**config.mk**
```make
export PLATFORM = sky130hd
export DESIGN_NAME = repsub_divider
export DESIGN_NICKNAME = d
export VERILOG_FILES = /design/src/rtl/repsub_divider.sv
export SDC_FILE = /design/constraint.sdc
export NUM_CORES = 1
export LEC_CHECK = 0
export ABC_AREA = 1
export CAP_MARGIN = 20
export CORE_AREA = 10 10 67 69
export CTS_BUF_LIST = sky130_fd_sc_hd__clkbuf_2
export CTS_CLUSTER_SIZE = 8
export DETAILED_ROUTE_END_ITERATION = 10
export DIE_AREA = 0 0 77 79
export PLACE_DENSITY = 0.86
export SYNTH_ARGS = -nofsm -noshare
export SYNTH_HDL_FRONTEND = slang
export SYNTH_SLANG_ARGS = --single-unit
```
**constraint.sdc**
```tcl
create_clock -name clk -period 5.7 [get_ports clk]
set_clock_uncertainty 0.05 [all_clocks]
set_input_delay 1.14 -clock clk [delete_from_list [all_inputs] [get_ports clk]]
set_output_delay 1.14 -clock clk [all_outputs]
set_load 0.1 [all_outputs]
```
**src/rtl/repsub_divider.sv**
```systemverilog
// Sequential unsigned divider by repeated subtraction with a start/done handshake.
// Optional abort input enabled by defining REPSUB_DIVIDER_ABORT_EN.
module repsub_divider #(
    parameter int W = 8
) (
    input  logic         clk,
    input  logic         rst,
    input  logic         start,
`ifdef REPSUB_DIVIDER_ABORT_EN
    input  logic         abort,
`endif
    input  logic [W-1:0] dividend,
    input  logic [W-1:0] divisor,
    output logic [W-1:0] quotient,
    output logic [W-1:0] remainder,
    output logic         busy,
    output logic         done,
    output logic         dbz
);

    typedef enum logic [1:0] {
        S_IDLE = 2'd0,
        S_ITER = 2'd1,
        S_DONE = 2'd2
    } state_t;

    state_t       state;
    state_t       next_state;
    logic [W-1:0] divisor_reg;
    logic         load;
    logic         sub;
    logic         set_dbz;
    logic         clear;

    // NOTE: sequential state uses non-blocking assignments so every register samples pre-edge values.
    always_ff @(posedge clk or posedge rst) begin
        if (rst) begin
            state <= S_IDLE;
        end else begin
            state <= next_state;
        end
    end

    // NOTE: every output of this block gets a default first so no path can infer a latch.
    always_comb begin
        next_state = state;
        load       = 1'b0;
        sub        = 1'b0;
        set_dbz    = 1'b0;
        clear      = 1'b0;
        busy       = 1'b0;
        done       = 1'b0;
        case (state)
            S_IDLE: begin
                if (start) begin
                    load       = 1'b1;
                    next_state = S_ITER;
                end
            end
            S_ITER: begin
                busy = 1'b1;
`ifdef REPSUB_DIVIDER_ABORT_EN
                if (abort) begin
                    clear      = 1'b1;
                    next_state = S_IDLE;
                end else
`endif
                if (divisor_reg == '0) begin
                    set_dbz    = 1'b1;
                    next_state = S_DONE;
                end else if (remainder >= divisor_reg) begin
                    sub = 1'b1;
                end else begin
                    next_state = S_DONE;
                end
            end
            S_DONE: begin
                done = 1'b1;
                if (start) begin
                    load       = 1'b1;
                    next_state = S_ITER;
                end
            end
            default: next_state = S_IDLE;
        endcase
    end

    // Subtraction is guarded by the >= compare, so remainder never wraps.
    always_ff @(posedge clk or posedge rst) begin
        if (rst) begin
            quotient    <= '0;
            remainder   <= '0;
            divisor_reg <= '0;
            dbz         <= 1'b0;
        end else if (load) begin
            quotient    <= '0;
            remainder   <= dividend;
            divisor_reg <= divisor;
            dbz         <= 1'b0;
        end else if (clear) begin
            quotient  <= '0;
            remainder <= '0;
            dbz       <= 1'b0;
        end else if (set_dbz) begin
            dbz <= 1'b1;
        end else if (sub) begin
            remainder <= remainder - divisor_reg;
            quotient  <= quotient + 1'b1;
        end
    end

endmodule

```
==> flow_summary.toml <==
[sta]
final_max_slew_viol_count = 0
rsz0062_at_grt = "false"
period_share_pct = 62.16
hold_viol_final = 0
slew_headroom_pct = 33.99
fmax_ghz = 0.2822
fin_ws_ns = 2.157
finalSetupViolCount = 0
tightest_slew_ns = 0.9871
final.setup.tns_ns = 0
post-route-min-period_ns = 3.543

[setup_path]
cp_num_buf_inv = 2
crit_path_max_fanout = 3
crit_required_ns = 4.51
path_delay_family = "buffers and inverters"
cp.depth = 3
crit_path_start = "state[0]"
worstPathArrival_ns = 2.35
worst-r2r-cell-count = 12
critPathLaunchType = "flip-flop"
r2r_start = "remainder[0]"
worstSetupPathType = "reg2out"
path_cells = "inv_1 -> nor2_1 -> clkdlybuf4s50_1"
slowest_delay_ns = 1.20
crit_path_end_kind = "output pin"
slowest_stage = "clkdlybuf4s50_1"

[synth]
syn_area_sq_um = 1769
synth-seq-area-share_pct = 38.19
synthDistinctLibCells = 28
syn-num-nets = 280
yosys_warnings = 0
syn-instance-count = 251
ys_ff_latch = 27
avgSynthCellArea_sq_um = 7.049

[min_path]
hold_start = "state[1]"
hold_class = "reg2reg"
min_path_cells = 1

[drt]
wl_met1_microns = 1872
routedWlPerCell_microns = 12.30
drc = 0
routed.top_layer = "met4"
viasPerCell = 5.027
wl_met3_microns = 181
vias = 1664
drt.antenna.violating_nets = 0
first_pass_iters = 4
totalWireLength_microns = 4070
wl_met2_microns = 1966
drt_iter0_drc = 94

[grt]
antenna_found_initial = 0
grt_first_pass_wirelength_microns = 6872
grt_usage_pct = 13.23
grt_pass1_vias = 1588
grt_max_degree = 31
grt-ovfl-total = 0

[cts]
cts_buffers = 3
clock_path_buffers = 2
htree_levels = 1
clk_latency_ns = 0.38
clkSlewWorstSetupHoldPaths_ns = 0.27
cts-root-buf = "clkbuf_2"
ctsResizeCount = 0
cts_tree = "done"
postCtsSetupBuffers = 0
ctsHoldBuffers = 0
cts.sinks = 27

[floorplan]
fp.dieArea_sq_um = 6083
io_pins = 38
row_count = 21
core_region_area_sq_um = 3232
start_util_pct = 54.74
die_w_microns = 77
die-height_microns = 79

[final_layout]
ff_latch_area_sq_um = 675.6
syn2layout_area_growth_pct = 24.47
fin_nets = 315
fillers = 288
multi_input_area_sq_um = 928.4
drive_above_1_share_pct = 4.561
num_antenna_cells = 0

[place]
dp_slack_ns = 2.501
gp_congestion = 0.8374
dp_hpwl_microns = 2939
io_buffers = 37

[outcome]
status = "complete, no violations"

[job]
maxCapViolations = 0
[worst register-to-register path, stage by stage (launching register included)]
cell and delay, ns:
dfrtp_1 0.44, inv_1 0.06, ha_1 0.22, fa_1 0.40, inv_1 0.07, nand2_1 0.04, nand2_1 0.15, nand3_2 0.09
nand3_2 0.11, nand3_4 0.21, nand2_4 0.28, nand2_1 0.09, nand2_1 0.06
[cell usage in the layout, fill, tap and decap left out, drive strengths merged]
cell type	n
nand2	92
clkdlybuf4s50	37
inv	30
nand3	28
dfrtp	27
nor2	23
o21ai	12
ha	9
a21oi	5
nand4	3
nand3b	3
clkbuf	3
a31oi	2
or2	2
buf	2
nor3b	1
xor2	1
and2	1
o21a	1
o31ai	1
fa	1
clkinvlp	1
[cells in the mapped netlist (all sizes together)]
| library cell | n | area share, % |
|---|---|---|
| ha | 9 | 6.4 |
| clkbuf | 4 | 0.85 |
| o21a | 1 | 0.42 |
| nand3 | 28 | 9.2 |
| buf | 5 | 2.1 |
| o21ai | 12 | 3.4 |
| or2 | 2 | 0.71 |
| nand4 | 3 | 1.1 |
| dfrtp | 27 | 38 |
| nor3b | 1 | 0.42 |
| a21oi | 5 | 1.4 |
| nor2 | 23 | 5.0 |
| inv | 30 | 6.4 |
| xor2 | 1 | 0.50 |
| fa | 1 | 1.1 |
| nand3b | 3 | 1.3 |
| nand2 | 92 | 20 |
| o31ai | 1 | 0.42 |
| and2 | 1 | 0.35 |
| a31oi | 2 | 0.71 |
[kinds of logic after synthesis]
family	Yosys count	synth area share, %
and+or+nand+nor	153	38.12
AOI/OAI and AO/OA	21	6.365
DFF	27	38.19
xor gates and xnor gates	1	0.4951
buffers and inverters	39	9.335
adders and majority gates	10	7.497
[per-layer routing]
layer | track usage (%) | vias up
li1 | - | 862
met1 | 15.69 | 767
met2 | 23.10 | 31
met3 | 2.365 | 4
met4 | 5.657 | 0
met5 | 0 | -
[final timing paths]
path | slack (ns) | to
setup / recovery | 2.16 | busy
hold / removal | 0.47 | dbz
setup reg to reg | 3.39 | remainder[2]
hold reg to reg | 0.47 | dbz
max in group asynchronous | 4.18 | remainder[3]
min in group asynchronous | 0.95 | divisor_reg[0]
[stage by stage]
stage | cells | hold slack (ns) | utilization [%] | area, sq um
6_report | 331 | 0.4675 | 68.14 | 2202
5_1_grt | 331 | 0.4903 | 68.14 | 2202
4_1_cts | 330 | 0.4701 | 67.29 | 2175
3_5_place_dp | 326 | 0.4177 | 66.59 | 2152
3_3_place_gp | 326 | 0.4283 | 66.59 | 2152
2_1_floorplan | 251 | 0.4065 | - | 1769
[area by class of cell]
class                      count  area share [%]
multi-input combinational    185           42.16
sequential                    27           30.68
timing repair buffer          39           18.41
inverter                      30           5.114
tap                           46           2.614
clock buffer                   3          0.6818
clock inverter                 1          0.3409
Power is left out: the tool's default activity adds up to more than one toggle a clock period on the data nets, which glitch-free logic cannot reach.
